$ cat src/rtl/pacman_pixel_renderer.sv
// Pixel pipeline that follows the VGA timing generator. Each pixel is resolved
// against the maze tile RAM and the Pac-Man sprite. RGB and syncs come out
// three clocks after the pixel's inputs.
//
// Ports:
//   clk, rst               pixel clock, async active-high reset
//   video_on, pixel_x/y    visible flag and pixel position from the timing generator
//   h_sync_in, v_sync_in   active-low syncs from the timing generator
//   wr_en/wr_addr/wr_data  tile write port for game logic (addr = row*40+col)
//   pac_x, pac_y           sprite top-left; sampled once per frame on frame_tick
//   rgb                    {R,G,B} 4 bits each
//   h_sync, v_sync         syncs delayed to line up with rgb
//   frame_tick             one-cycle pulse after each vsync falling edge
module pacman_pixel_renderer #(
   parameter int unsigned TILE_ROWS = 30,
   parameter int unsigned TILE_COLS = 40,
   parameter int unsigned NUM_TILES = TILE_ROWS * TILE_COLS
) (
   input  logic        clk,
   input  logic        rst,
   input  logic        video_on,
   input  logic [9:0]  pixel_x,
   input  logic [9:0]  pixel_y,
   input  logic        h_sync_in,
   input  logic        v_sync_in,
   input  logic        wr_en,
   input  logic [10:0] wr_addr,
   input  logic [1:0]  wr_data,
   input  logic [9:0]  pac_x,
   input  logic [9:0]  pac_y,
   output logic [11:0] rgb,
   output logic        h_sync,
   output logic        v_sync,
   output logic        frame_tick
);

   localparam logic [11:0] ColBlack  = 12'h000;
   localparam logic [11:0] ColWall   = 12'h00F;
   localparam logic [11:0] ColFood   = 12'hFCA;
   localparam logic [11:0] ColSprite = 12'hFF0;

   // Tile RAM, deliberately outside reset so the maze survives rst.
   logic [1:0]  tile_ram [NUM_TILES];
   logic [1:0]  tile_q;

   // Stage 1
   logic [10:0] addr_q;
   logic [3:0]  ox1_q, oy1_q;
   logic        hit1_q, vid1_q, hs1_q, vs1_q;
   // Stage 2
   logic [3:0]  ox2_q, oy2_q;
   logic        hit2_q, vid2_q, hs2_q, vs2_q;

   logic        vs_in_q;
   logic [9:0]  pac_x_q, pac_y_q;
   logic [5:0]  frame_cnt_q;

   logic [10:0] tile_addr;
   logic        sprite_hit;
   logic [11:0] colour;

   // 40*y + x as (y<<5)+(y<<3)+x.
   always_comb begin
      tile_addr = ({5'd0, pixel_y[9:4]} << 5) + ({5'd0, pixel_y[9:4]} << 3)
                + {5'd0, pixel_x[9:4]};
   end

   // Bounding box compared at 11 bits so a sprite near x=1023 never wraps.
   // The disc test uses |2d-15|, which is always odd: {d[2:0],1} or its
   // complement depending on which half of the sprite d falls in.
   always_comb begin
      logic [10:0] px, py, bx, by;
      logic [3:0]  dx, dy, mx, my;
      logic [7:0]  sqx, sqy;
      logic [8:0]  sum;
      px  = {1'b0, pixel_x};
      py  = {1'b0, pixel_y};
      bx  = {1'b0, pac_x_q};
      by  = {1'b0, pac_y_q};
      dx  = pixel_x[3:0] - pac_x_q[3:0];
      dy  = pixel_y[3:0] - pac_y_q[3:0];
      mx  = {dx[3] ? dx[2:0] : ~dx[2:0], 1'b1};
      my  = {dy[3] ? dy[2:0] : ~dy[2:0], 1'b1};
      sqx = {4'd0, mx} * {4'd0, mx};
      sqy = {4'd0, my} * {4'd0, my};
      sum = {1'b0, sqx} + {1'b0, sqy};
      sprite_hit = (px >= bx) && (px <= bx + 11'd15) &&
                   (py >= by) && (py <= by + 11'd15) && (sum <= 9'd225);
   end

   // Read returns the old word when the same address is written this edge.
   always_ff @(posedge clk) begin
      if (wr_en && (wr_addr < 11'(NUM_TILES))) begin
         tile_ram[wr_addr] <= wr_data;
      end
      tile_q <= tile_ram[addr_q];
   end

   always_ff @(posedge clk or posedge rst) begin
      if (rst) begin
         addr_q <= '0;
         ox1_q  <= '0;
         oy1_q  <= '0;
         hit1_q <= 1'b0;
         vid1_q <= 1'b0;
         hs1_q  <= 1'b1;
         vs1_q  <= 1'b1;
         ox2_q  <= '0;
         oy2_q  <= '0;
         hit2_q <= 1'b0;
         vid2_q <= 1'b0;
         hs2_q  <= 1'b1;
         vs2_q  <= 1'b1;
      end else begin
         addr_q <= tile_addr;
         ox1_q  <= pixel_x[3:0];
         oy1_q  <= pixel_y[3:0];
         hit1_q <= sprite_hit;
         vid1_q <= video_on;
         hs1_q  <= h_sync_in;
         vs1_q  <= v_sync_in;
         ox2_q  <= ox1_q;
         oy2_q  <= oy1_q;
         hit2_q <= hit1_q;
         vid2_q <= vid1_q;
         hs2_q  <= hs1_q;
         vs2_q  <= vs1_q;
      end
   end

   always_comb begin
      colour = ColBlack;
      if (!vid2_q) begin
         colour = ColBlack;
      end else if (hit2_q) begin
         colour = ColSprite;
      end else begin
         unique case (tile_q)
            2'd1: colour = ColWall;
            2'd2: begin
               if (ox2_q >= 4'd6 && ox2_q <= 4'd9 && oy2_q >= 4'd6 && oy2_q <= 4'd9) begin
                  colour = ColFood;
               end
            end
            2'd3: begin
               if (ox2_q >= 4'd4 && ox2_q <= 4'd11 && oy2_q >= 4'd4 && oy2_q <= 4'd11 &&
                   !frame_cnt_q[4]) begin
                  colour = ColFood;
               end
            end
            default: colour = ColBlack;
         endcase
      end
   end

   always_ff @(posedge clk or posedge rst) begin
      if (rst) begin
         rgb    <= ColBlack;
         h_sync <= 1'b1;
         v_sync <= 1'b1;
      end else begin
         rgb    <= colour;
         h_sync <= hs2_q;
         v_sync <= vs2_q;
      end
   end

   // vs_in_q resets high so releasing reset with vsync low is not an edge.
   always_ff @(posedge clk or posedge rst) begin
      if (rst) begin
         vs_in_q     <= 1'b1;
         frame_tick  <= 1'b0;
         pac_x_q     <= '0;
         pac_y_q     <= '0;
         frame_cnt_q <= '0;
      end else begin
         vs_in_q    <= v_sync_in;
         frame_tick <= vs_in_q & ~v_sync_in;
         if (frame_tick) begin
            pac_x_q     <= pac_x;
            pac_y_q     <= pac_y;
            frame_cnt_q <= frame_cnt_q + 6'd1;
         end
      end
   end

endmodule
$ cat config.mk
export PLATFORM = sky130hd
export DESIGN_NAME = pacman_pixel_renderer
export DESIGN_NICKNAME = d
export VERILOG_FILES = /design/src/rtl/pacman_pixel_renderer.sv
export SDC_FILE = /design/constraint.sdc
export NUM_CORES = 2
export LEC_CHECK = 0
export CAP_MARGIN = 20
export CELL_PAD_IN_SITES_DETAIL_PLACEMENT = 0
export CELL_PAD_IN_SITES_GLOBAL_PLACEMENT = 2
export CORE_ASPECT_RATIO = 0.8
export CORE_MARGIN = 2
export CORE_UTILIZATION = 45
export DETAILED_ROUTE_END_ITERATION = 8
export GPL_ROUTABILITY_DRIVEN = 0
export PLACE_DENSITY_LB_ADDON = 0.1
export SYNTH_ARGS = -nofsm -noshare
export SYNTH_HDL_FRONTEND = slang
export SYNTH_SLANG_ARGS = --single-unit
$ cat constraint.sdc
create_clock -name clk -period 5.9 [get_ports clk]
set_clock_uncertainty 0.15 [all_clocks]
set_input_delay 0.885 -clock clk [delete_from_list [all_inputs] [get_ports clk]]
set_output_delay 0.885 -clock clk [all_outputs]
set_load 0.1 [all_outputs]
# ---- Word level (Yosys, flattened, before mapping)
# Memory sizes are Yosys's and may differ from the RTL's. A register that Yosys moved wholly into a read port is not among the register bits.
# Index checks and enable logic that the tools add are counted.
# W data, S select, Z words.
dict set report classes {
  add_sub_neg 8
  n_mul 2
  n_lt_le_gt_ge 14
  n_eq_ne 3
  n_mux 9
  bitwise_logic 4
  reduce_logical 13
}
# op count
set op_table {}
lappend op_table {{$mux W12} 4}
lappend op_table {{$pmux W12 S3} 1}
lappend op_table {{$add A10 B4 Y11 const B} 2}
lappend op_table {{$le A10 B11 Y1} 2}
lappend op_table {{$ge A10 B10 Y1} 2}
lappend op_table {{$ge A4 B3 Y1 const B} 4}
lappend op_table {{$le A4 B4 Y1 const B} 4}
lappend op_table {{$mul A4 B4 Y8} 2}
lappend op_table {{$logic_and A1 B1 Y1} 12}
lappend op_table {{$add A11 B6 Y11} 1}
lappend op_table {{$add A11 B9 Y11} 1}
lappend op_table {{$lt A11 B11 Y1 const B} 1}
lappend op_table {{$add A8 B8 Y9} 1}
lappend op_table {{$le A9 B8 Y1 const B} 1}
lappend op_table {{$sub A4 B4 Y4} 2}
lappend op_table {{$add A6 B1 Y6 const B} 1}
lappend op_table {{$mux W3} 2}
lappend op_table {{$not A3 Y3} 2}
lappend op_table {{$eq A2 B2 Y1 const B} 2}
lappend op_table {{$eq A2 B1 Y1 const B} 1}
lappend op_table {{$mux W1} 2}
lappend op_table {{$and A1 B1 Y1} 1}
lappend op_table {{$logic_not A1 Y1} 1}
lappend op_table {{$not A1 Y1} 1}
dict set report word_totals {
  ff_bits 76
  ram_bits 2400
  input_bits 59
  out_inout_bits 15
  wordCells 74
  memories 1
}
# memory words width rd rd_clocked_by_memory_dff write_ports line_no
set mem_list {}
lappend mem_list {tile_ram 1200 2 1 1 1 43} ;# logic [1:0] tile_ram [NUM_TILES];

# ---- Logic depth before layout (Yosys ltp)
dict set report depth {
  depth_word 9
  depth_mapped 24
}

# ---- Least setup slack after synthesis
# OpenSTA, ideal clock, no wires.
dict set report synth_timing {
  kind {input -> register}
  startpoint {input pixel_y[1]}
  endpoint {register hit1_q}
  arrival_time_ps 5523
  slack_ps 126
  stages 21
  path_buffers 0
  path_cell_list {ha_1 > a21o_1 > a21oi_1 > xnor2_1 > xnor2_1 > inv_1 > ha_1 > or2_2 > fa_1 > fa_1 > inv_1 > fa_1 > inv_1 > ha_1 > nand2_1 > nor2_1 > a21oi_1 > nor2b_1 > o41ai_1 > xnor2_1 > nor4_1}
}
dict set report synth_via {
  elab_chain_len 7
  word_cells_on_any_way 11
  classes_between {add/sub: 2; mul: 1; order compare: 3; mux: 1; bitwise: 1; reduce/logical: 3}
}
# element line_no
set synth_lines {}
lappend synth_lines {{start, declared} 23} ;# input logic [9:0] pixel_y,
lappend synth_lines {{$sub A4 B4 Y4} 81} ;# dy = pixel_y[3:0] - pac_y_q[3:0];
lappend synth_lines {{$not A3 Y3} 83} ;# my = {dy[3] ? dy[2:0] : ~dy[2:0], 1'b1};
lappend synth_lines {{$mux W3} 83}
lappend synth_lines {{$mul A4 B4 Y8} 85} ;# sqy = {4'd0, my} * {4'd0, my};
lappend synth_lines {{$add A8 B8 Y9} 86} ;# sum = {1'b0, sqx} + {1'b0, sqy};
lappend synth_lines {{$le A9 B8 Y1} 88} ;# (py >= by) && (py <= by + 11'd15) && (sum <= 9'd225);
lappend synth_lines {{$logic_and A1 B1 Y1 *} 88}
lappend synth_lines {{named net sprite_hit} 59} ;# logic sprite_hit;
lappend synth_lines {{end signal, assigned} 118} ;# hit1_q <= sprite_hit;
lappend synth_lines {{end, declared} 49} ;# logic hit1_q, vid1_q, hs1_q, vs1_q;
# The timed path passes the listed nets; every way through them passes the cells marked *.
# A chain may end at the register's enable or synchronous reset.

# ---- Worst setup path after layout
# Ends and elaborated chain as after synthesis.

==> impl_metrics.json <==
{
  "ys.flop_type": "edfxtp_1",
  "cts_tree": "built",
  "drt-total-wl_mm": 295,
  "setup_violations": 0,
  "antenna_found_initial": 12,
  "timing.hold.ws_ns": 0.195,
  "cts_buffers": 246,
  "area_growth_pct": 12.8,
  "yosys-top-cells-area": "edfxtp_1, mux4_2, nor2_1",
  "wl_met1_mm": 128,
  "drtAntennaViolNets": 0,
  "syn_area_um2": 101000,
  "die_y_um": 429,
  "ir_worst_vdd_uv": 387,
  "core_um2": 223000,
  "cpPeakStageDelay_ns": 0.55,
  "p_sw_mw": 9.95,
  "multiInputGateArea_um2": 25800,
  "p_comb_share_pct": 13.2,
  "htreeDepth": 4,
  "drtIter0Drc": 6358,
  "grt-ovfl-total": 0,
  "syn-num-nets": 5837,
  "critPathTopFamily": "adder cells",
  "clockBufferDepth": 4,
  "pwr-share-seq_pct": 48.8,
  "synth_area_leader_cell": "edfxtp_1",
  "ys_async_sr_fraction_pct": 2.56,
  "dr_total_vias": 53982,
  "status": "complete, no violations",
  "nets": 5980,
  "grt_pass1_wl_mm": 418,
  "met2_length_mm": 140,
  "portBuffers": 73,
  "finalCritPeriodShare_pct": 93.8,
  "clkTransAtPathRegs_ns": 0.06,
  "cts_sinks": 2465,
  "via_per_inst": 5.99,
  "hold_start": "hit1_q$_DFF_PP0_",
  "critPathKind": "in2reg",
  "met3_wirelength_mm": 19.4,
  "synthCells": 5695,
  "critPathLaunch": "pixel_y[1]",
  "ys_warn_count": 0,
  "ys_types": 66,
  "cp_max_fo": 3,
  "internal_power_mw": 29.8,
  "endpoint_kind": "flop",
  "avgSynthCellArea_um2": 17.8,
  "drt-pass1-iter-count": 5,
  "power_mw": 39.7,
  "hold_viol_final": 0,
  "fin_crit_ns": 5.53,
  "grt_usage_pct": 25.7,
  "worst-path-buf-inv": 3,
  "arrival_ns": 6.15,
  "r2r_start": "pac_y_q[1]$_DFFE_PP0P_",
  "hold_path_class": "reg2reg",
  "die_w_um": 535,
  "cts_root_buffer": "clkbuf_16",
  "start_kind": "primary input",
  "num_rows": 155,
  "route.detailed.drc": 0,
  "synth-seq-area-share_pct": 72.7,
  "fmax_mhz": 181,
  "final.fill_count": 18286,
  "start_util_pct": 45.4,
  "drv_slew": 0,
  "io_pins": 74,
  "max_slew_margin_pct": 28.5,
  "worst_pin_slew_ns": 1.07,
  "synth-edff-count": 2400,
  "power_density_nw_per_um2": 347,
  "grt_pass1_vias": 55151,
  "critPathSlowestCell": "fa_1",
  "cap_viol_max_count": 0,
  "switching_share_pct": 25.0,
  "synth.ff_latch_count": 2465,
  "hpwl_mm": 170,
  "die_area_um2": 229000,
  "final_cell_mix": "edfxtp_1, nor2_1, mux4_2, clkbuf_16, buf_4",
  "leakage_nw": 35.4,
  "clk_latency_ns": 0.90,
  "wl_per_cell_um": 32.7,
  "clock_power_share_pct": 38.0,
  "synth_top_area_share_pct": 71.1,
  "top_layer": "met5",
  "grt_max_degree": 195,
  "layout_commonest_cell": "edfxtp_1",
  "drive_above_1_share_pct": 22.6,
  "crit_chain": "clkdlybuf4s50_1, ha_1, a21o_1, a21oi_1, xnor2_1, xor2_1, nor2_1, ha_1, or2_2, fa_1, fa_1, inv_1, fa_1, inv_1, ha_1, nand2_1, nor2_1, a21oi_1, nor2b_1, o41ai_2, xnor2_1, nor4_1",
  "required_ns": 6.51,
  "ff_latch_area_um2": 73700
}
-- cells in the mapped netlist (34+ instances only) --
cell type  number
buf_1          40
buf_2          55
buf_4          43
clkbuf_1      292
dfrtp_1        57
edfxtp_1     2400
ha_1           68
inv_1          52
mux4_2        682
nand2_1       218
nand3_1        41
nor2_1       1262
o21ai_0        67
o22ai_1        36
xnor2_1        34
-- flip-flops by register name, summed over array words and instances (netlist names), 2 cells and up --
register     count
ox2_q            3
pac_x_q         10
tile_q           2
tile_ram      2400
addr_q          11
oy1_q            3
pac_y_q         10
frame_cnt_q      5
rgb              4
ox1_q            3
oy2_q            3
-- power by group through the flow --
stage	registers, mW	logic (mW)	clock network, mW
3_3_place_gp	19.8	5.30	0
5_1_grt	19.4	5.72	16.0
2_1_floorplan	19.7	2.92	0
3_5_place_dp	19.8	5.24	0
4_1_cts	19.4	5.26	15.3
6_report	19.4	5.24	15.1
-- per-stage QoR --
stage / utilization, % / instances / worst slack (ns) / cell area, um^2 / setup TNS [ns]
detailed placement: 47.8 / 8573 / -0.577 / 107000 / -0.577
floorplan: - / 5695 / 0.126 / 101000 / 0
global placement: 47.8 / 8570 / -0.633 / 107000 / -0.633
finish: 51.2 / 9015 / 0.365 / 114000 / 0
global route: 51.2 / 9014 / -0.00103 / 114000 / -0.00103
CTS: 51.2 / 9014 / 0.271 / 114000 / 0
-- cell type report --
type	instances	share of cell area [%]
antenna	1	0.00219
sequential	2465	64.4
clock buffer	297	5.59
inverter	53	0.180
multi-input combinational	2729	22.5
clock inverter	144	1.02
timing repair buffer	343	2.98
tap	2983	3.26
-- final timing paths --
check                      slack [ns]              endpoint  cells after the start
max                              0.37      hit1_q$_DFF_PP0_                     22
min reg2reg                      0.19      hit2_q$_DFF_PP0_                      0
min                              0.19      hit2_q$_DFF_PP0_                      0
min in group asynchronous        0.39  frame_tick$_DFF_PP0_                      3
max reg2reg                      0.37      hit1_q$_DFF_PP0_                     22
max in group asynchronous        4.53   addr_q[0]$_DFF_PP0_                      3
-- cells by family after synthesis --
group	share of synthesized area [%]
DFF	72.7
and+or+nand+nor	6.30
muxes	15.5
buffers and inverters	2.22
AOI/OAI and AO/OA	1.75
adders and majority gates	1.14
xor gates and xnor gates	0.395
-- worst reg2reg max path, cell delays in order (launching register included) --
cell	delay, ns
dfrtp_1	0.38
inv_1	0.14
ha_1	0.26
a21o_1	0.16
a21oi_1	0.17
xnor2_1	0.25
xor2_1	0.24
nor2_1	0.11
ha_1	0.18
or2_2	0.31
fa_1	0.50
fa_1	0.55
inv_1	0.06
fa_1	0.54
inv_1	0.04
ha_1	0.28
nand2_1	0.06
nor2_1	0.04
a21oi_1	0.22
nor2b_1	0.10
o41ai_2	0.29
xnor2_1	0.10
nor4_1	0.27
-- routing by layer --
metal | vias to the layer above | global-route usage, %
li1 | 22534 | -
met1 | 29115 | 37.7
met2 | 1953 | 40.8
met3 | 376 | 3.82
met4 | 4 | 6.26
met5 | - | 0
-- what timing repair did --
action	CTS	global route
endpoints found under the hold margin	0	0
resized for setup	0	1
hold buffers	0	0
setup buffers	0	0
setup endpoints to repair	0	1
No activity file was read; power rests on OpenSTA's default activity.
